$ cat config.mk
export PLATFORM = sky130hd
export DESIGN_NAME = sign_mag_sub_serial_flat
export DESIGN_NICKNAME = d
export VERILOG_FILES = /design/src/rtl/sign_mag_sub_serial_if.sv /design/src/rtl/sign_mag_sub_serial.sv /design/src/flat_wrapper.sv
export SDC_FILE = /design/constraint.sdc
export NUM_CORES = 1
export LEC_CHECK = 0
export ABC_CLOCK_PERIOD_IN_PS = 1600
export CORE_ASPECT_RATIO = 1.5
export CORE_MARGIN = 4
export CORE_UTILIZATION = 46
export DETAILED_ROUTE_END_ITERATION = 6
export PLACE_DENSITY = 0.85
export SYNTH_ARGS = -nofsm -noshare
export SYNTH_HDL_FRONTEND = slang
export SYNTH_SLANG_ARGS = --single-unit
$ cat constraint.sdc
create_clock -name clk -period 1.6 [get_ports clk]
set_clock_uncertainty 0.2 [all_clocks]
set_input_delay 0.4 -clock clk [delete_from_list [all_inputs] [get_ports clk]]
set_output_delay 0.4 -clock clk [all_outputs]
set_load 0.02 [all_outputs]
$ cat src/rtl/sign_mag_sub_serial_if.sv
// Start/done bus for the bit-serial sign-magnitude subtractor; words are N+1 bits.
// Handshake: an operation is accepted on a rising edge where start=1 and ready=1.
// start is ignored while ready=0. done_tick pulses for one cycle when diff/ovf
// are first valid. diff/ovf then hold until the next completion.
interface sign_mag_sub_serial_if #(
  parameter int N = 4
);
  logic         start;
  logic [N:0]   a;
  logic [N:0]   b;
  logic         ready;
  logic         done_tick;
  logic [N:0]   diff;
  logic         ovf;

  modport master (
    output start, a, b,
    input  ready, done_tick, diff, ovf
  );

  modport slave (
    input  start, a, b,
    output ready, done_tick, diff, ovf
  );
endinterface

$ cat src/rtl/sign_mag_sub_serial.sv
// Bit-serial sign-magnitude subtractor: diff = a - b, one magnitude bit per clock, LSB first.
// Optional macro SIGN_MAG_SUB_ZERO_NORM_EN forces a zero-magnitude result to +0.
module sign_mag_sub_serial #(
  parameter int N = 4
) (
  input  logic                  clk,
  input  logic                  reset,
  sign_mag_sub_serial_if.slave  bus,
  output logic [1:0]            fsm_state
);

  localparam int CW = $clog2(N);

  typedef enum logic [1:0] {
    IDLE = 2'd0,
    OP   = 2'd1,
    NEG  = 2'd2,
    DONE = 2'd3
  } state_t;

  state_t          state;
  logic [N-1:0]    sh_a;
  logic [N-1:0]    sh_b;
  logic [N-1:0]    res;
  logic            sa;
  logic            sb;
  logic            cy;
  logic [CW-1:0]   cnt;

  logic            ai;
  logic            bi;
  logic            add_path;
  logic            last;
  logic            op_bit;
  logic            op_cy;
  logic            neg_bit;
  logic            neg_seen;
  logic [N-1:0]    op_mag;
  logic [N-1:0]    neg_mag;
  logic            op_sign;
  logic            neg_sign;

  // cy is the carry (add), the borrow (subtract) or the "first 1 seen" flag (NEG).
  always_comb begin
    ai       = sh_a[0];
    bi       = sh_b[0];
    add_path = (sa == sb);
    last     = (cnt == CW'(N - 1));
    op_bit   = ai ^ bi ^ cy;
    if (add_path) begin
      op_cy = (ai & bi) | (cy & (ai ^ bi));
    end else begin
      op_cy = (~ai & bi) | (~(ai ^ bi) & cy);
    end
    neg_bit  = cy ? ~res[0] : res[0];
    neg_seen = cy | res[0];
    op_mag   = {op_bit, res[N-1:1]};
    neg_mag  = {neg_bit, res[N-1:1]};
    op_sign  = sa;
    neg_sign = sb;
`ifdef SIGN_MAG_SUB_ZERO_NORM_EN
    op_sign  = sa & (|op_mag);
    neg_sign = sb & (|neg_mag);
`endif
  end

  always_ff @(posedge clk) begin
    if (reset) begin
      state         <= IDLE;
      bus.ready     <= 1'b1;
      bus.done_tick <= 1'b0;
      bus.diff      <= '0;
      bus.ovf       <= 1'b0;
      sh_a          <= '0;
      sh_b          <= '0;
      res           <= '0;
      sa            <= 1'b0;
      sb            <= 1'b0;
      cy            <= 1'b0;
      cnt           <= '0;
    end else begin
      bus.done_tick <= 1'b0;
      case (state)
        IDLE: begin
          if (bus.start) begin
            sh_a      <= bus.a[N-1:0];
            sh_b      <= bus.b[N-1:0];
            sa        <= bus.a[N];
            sb        <= ~bus.b[N];
            cy        <= 1'b0;
            cnt       <= '0;
            res       <= '0;
            bus.ready <= 1'b0;
            state     <= OP;
          end
        end
        OP: begin
          sh_a <= sh_a >> 1;
          sh_b <= sh_b >> 1;
          res  <= op_mag;
          cy   <= op_cy;
          cnt  <= cnt + 1'b1;
          if (last) begin
            cnt <= '0;
            // A final borrow means |b| > |a|: the magnitude is in two's complement.
            if (!add_path && op_cy) begin
              cy    <= 1'b0;
              state <= NEG;
            end else begin
              bus.diff      <= {op_sign, op_mag};
              bus.ovf       <= add_path & op_cy;
              bus.done_tick <= 1'b1;
              state         <= DONE;
            end
          end
        end
        NEG: begin
          res <= neg_mag;
          cy  <= neg_seen;
          cnt <= cnt + 1'b1;
          if (last) begin
            cnt           <= '0;
            bus.diff      <= {neg_sign, neg_mag};
            bus.ovf       <= 1'b0;
            bus.done_tick <= 1'b1;
            state         <= DONE;
          end
        end
        DONE: begin
          bus.ready <= 1'b1;
          state     <= IDLE;
        end
        default: state <= IDLE;
      endcase
    end
  end

  assign fsm_state = state;

endmodule

$ cat src/flat_wrapper.sv
// flat-port wrapper written by rule: the top's interface ports become plain ports
module sign_mag_sub_serial_flat 
#(
  parameter int N = 4
)
  (clk, reset, fsm_state, bus_start, bus_a, bus_b, bus_ready, bus_done_tick, bus_diff, bus_ovf);
  sign_mag_sub_serial_if #(.N(N)) bus_i ();
  input  logic clk;
  input  logic reset;
  output logic [1:0] fsm_state;
  input wire logic [$bits(bus_i.start)-1:0] bus_start;
  input wire logic [$bits(bus_i.a)-1:0] bus_a;
  input wire logic [$bits(bus_i.b)-1:0] bus_b;
  output wire logic [$bits(bus_i.ready)-1:0] bus_ready;
  output wire logic [$bits(bus_i.done_tick)-1:0] bus_done_tick;
  output wire logic [$bits(bus_i.diff)-1:0] bus_diff;
  output wire logic [$bits(bus_i.ovf)-1:0] bus_ovf;
  assign bus_i.start = bus_start;
  assign bus_i.a = bus_a;
  assign bus_i.b = bus_b;
  assign bus_ready = bus_i.ready;
  assign bus_done_tick = bus_i.done_tick;
  assign bus_diff = bus_i.diff;
  assign bus_ovf = bus_i.ovf;
  sign_mag_sub_serial #(.N(N)) u_core (.clk(clk), .reset(reset), .bus(bus_i), .fsm_state(fsm_state));
endmodule
==> metrics.txt <==
P_leak=0.8558 nW; hold crit path type=reg -> reg; Worst VDD drop=1.540 mV; CP top delay family=compound AO/OA/AOI/OAI gates; CP dominant cell by count=buf_6; CTS tree=done; Final Cycle Share=109.4%; PwrDens=1720 nW/um^2; CP Cell Sequence=buf_6 > ha_4 > buf_6 > o21a_4 > clkbuf_16 > a211oi_1; DP Cell Count=219; most area-consuming cells after synthesis=dfxtp_1 41%, mux2i_1 9.0%, nor2_1 5.9%, ha_1 5.6%, a211oi_1 4.5%; setup repair after global routing missed its margin=true; GR Util All Layers=19.71%; 1st-iter DRT viols=30; Clock Latency Late Sink=0.29 ns; Final Cell Area=2148 sq um; Critical path buffers and inverters=3; mapped cell area=1329 sq um; area leader, netlist=dfxtp_1; max incr delay on CP=0.38 ns; non-filler instance count after layout=232; nets=217; Row Count=23; pins over their slew limit=0; post-place instance area=1814 sq um; CP Launch Type=flop; number of global-route vias before repair=1281; initial core utilization=48.60%; detailed-placement wirelength estimate=2547 um; die area=3830 sq um; CP required=1.58 ns; Worst-path clk slew=0.10 ns; Clock Sinks=27; drt total wl=3970 um; Slew headroom=76.03%; Slew @ Worst Pin=0.3521 ns; CP arrival=1.73 ns; worst setup margin=-0.1498 ns; #FFs+latches synth=27; largest net degree at the start of global routing=17; first-pass GRT wire length=5637 um; number of max-cap violations=0; status=finished with violations; post-synth top area share=40.68%; # diodes=0; Peak Freq=0.5715 GHz; initial antenna violation count=0; Period minus WS final=1.750 ns; failing checks=setup timing; Synth Instances=141; CTS Buffer Depth=2; sequential share of the synthesized area=40.68%; GPL Wtd Cong=0.9229; Final ANT Viol Nets=0; Ys Warns=0; hold slack=0.2700 ns; Mean Syn Cell Area=9.424 sq um; detailed-route via count=1272; Synth-to-Final Area Change=61.68%; CTS root buffer=clkbuf_8; Initial DRT Pass Iterations=4; # port buffers=22; CTS Buf Count=3; IO Pins=23; Post-Syn Nets=162; pre-CTS WS=-0.3184 ns; share of cells above drive strength 1=44.10%; setup TNS=-1.104 ns; H-tree depth=1; Fin. Hold Viols=0; most frequent cells in the layout=24 x buf_4, 22 x dfxtp_1, 19 x nor2_1; worst-path maximum fanout=6; crit path capture type=flop; routed vias/inst=5.483; chip height=73.83 um; unique cell type count in the Yosys netlist=38; WS Path Type=reg -> reg; routed len/inst=17.11 um; Die X=51.89 um; Final setup viols=19; core area=2734 sq um; total global routing overflow=0; Slowest cell on crit path=dfxtp_4; DR DRC count=0; most common cell after layout, fill and taps aside=buf_4
## metrics by stage
stage	total power, mW	util, %
floorplan	1.928	-
global placement	2.423	66.36
detailed placement	2.523	66.36
CTS	3.216	72.95
global route	3.866	78.58
finish	3.696	78.58
## worst paths after layout
kind                       startpoint             end  slack, ns  cells past startpoint
setup reg to reg  u_core.fsm_state[0]  u_core.sh_b[0]      -0.15                      6
hold reg to reg         u_core.res[0]   u_core.res[0]       0.27                      2
setup / recovery  u_core.fsm_state[0]  u_core.sh_b[0]      -0.15                      6
hold / removal          u_core.res[0]   u_core.res[0]       0.27                      2
## cells in the mapped netlist, drive strengths merged
| cell | instances |
|---|---|
| clkbuf | 2 |
| nor2 | 21 |
| o21a | 1 |
| a41o | 1 |
| nor3 | 2 |
| or3 | 1 |
| a31oi | 1 |
| nand3 | 2 |
| mux2i | 12 |
| nand2 | 10 |
| a211oi | 8 |
| a21oi | 8 |
| a22o | 1 |
| and2 | 1 |
| a32oi | 2 |
| a21boi | 1 |
| or4 | 1 |
| o22ai | 1 |
| or2 | 1 |
| buf | 6 |
| dfxtp | 27 |
| inv | 7 |
| nor4b | 1 |
| xor2 | 1 |
| o2bb2ai | 1 |
| o21bai | 2 |
| nand2b | 2 |
| a22oi | 4 |
| fa | 2 |
| nand4b | 1 |
| o21ai | 3 |
| a311oi | 1 |
| ha | 6 |
## repair_timing
item	4_1_cts	5_1_grt
gates resized for setup	38	26
gates cloned	0	1
hold endpoints to repair	0	0
hold buffers	0	0
setup endpoints to repair	34	26
pin swaps	15	14
buffers inserted	4	4
## kinds of logic after synthesis
logic type | count (synthesis) | share of synthesized area [%]
AOI/OAI and AO/OA | 35 | 19.59
DFF | 27 | 40.68
muxes | 12 | 9.040
adders and majority gates | 8 | 8.663
xor gates and xnor gates | 1 | 1.224
buffers and inverters | 15 | 5.555
and+or+nand+nor | 43 | 15.26
## worst reg2reg max path, stage by stage (launching register included)
cell       delay [ns]
dfxtp_4          0.38
buf_6            0.12
ha_4             0.18
buf_6            0.15
o21a_4           0.21
clkbuf_16        0.15
a211oi_1         0.25
## flip-flops by register name, indices dropped and copies added, names as in the netlist
register and flops:
u_core.bus.diff 5, u_core.res 4, u_core.sh_a 4, u_core.sh_b 4
u_core.cnt 2, u_core.fsm_state 2, u_core.bus.done_tick 1, u_core.bus.ovf 1
u_core.bus.ready 1, u_core.cy 1, u_core.neg_sign 1, u_core.op_sign 1
## power breakdown
part	internal (mW)	switching (mW)	total (mW)	leakage [nW]
logic	1.20	1.12	2.32	0.607
registers	0.818	0.139	0.958	0.223
clock network	0.180	0.240	0.419	0.0260
total	2.20	1.49	3.70	0.856
## per-layer routing
| layer | global-route usage [%] | wire length [um] |
|---|---|---|
| met1 | 19.55 | 1551 |
| met5 | 0 | 0 |
| met2 | 39.16 | 2159 |
| met4 | 9.038 | 134 |
| met3 | 1.826 | 124 |
## cell type report
cell class                 count  area (sq um)
multi-input combinational     99         920.9
fill                         166         585.6
sequential                    27         554.3
timing repair buffer          58         548.0
tap                           37         46.29
clock buffer                   3         41.29
inverter                       7         31.28
clock inverter                 1         6.256
Note: power is estimated with default switching activity, not from simulation.
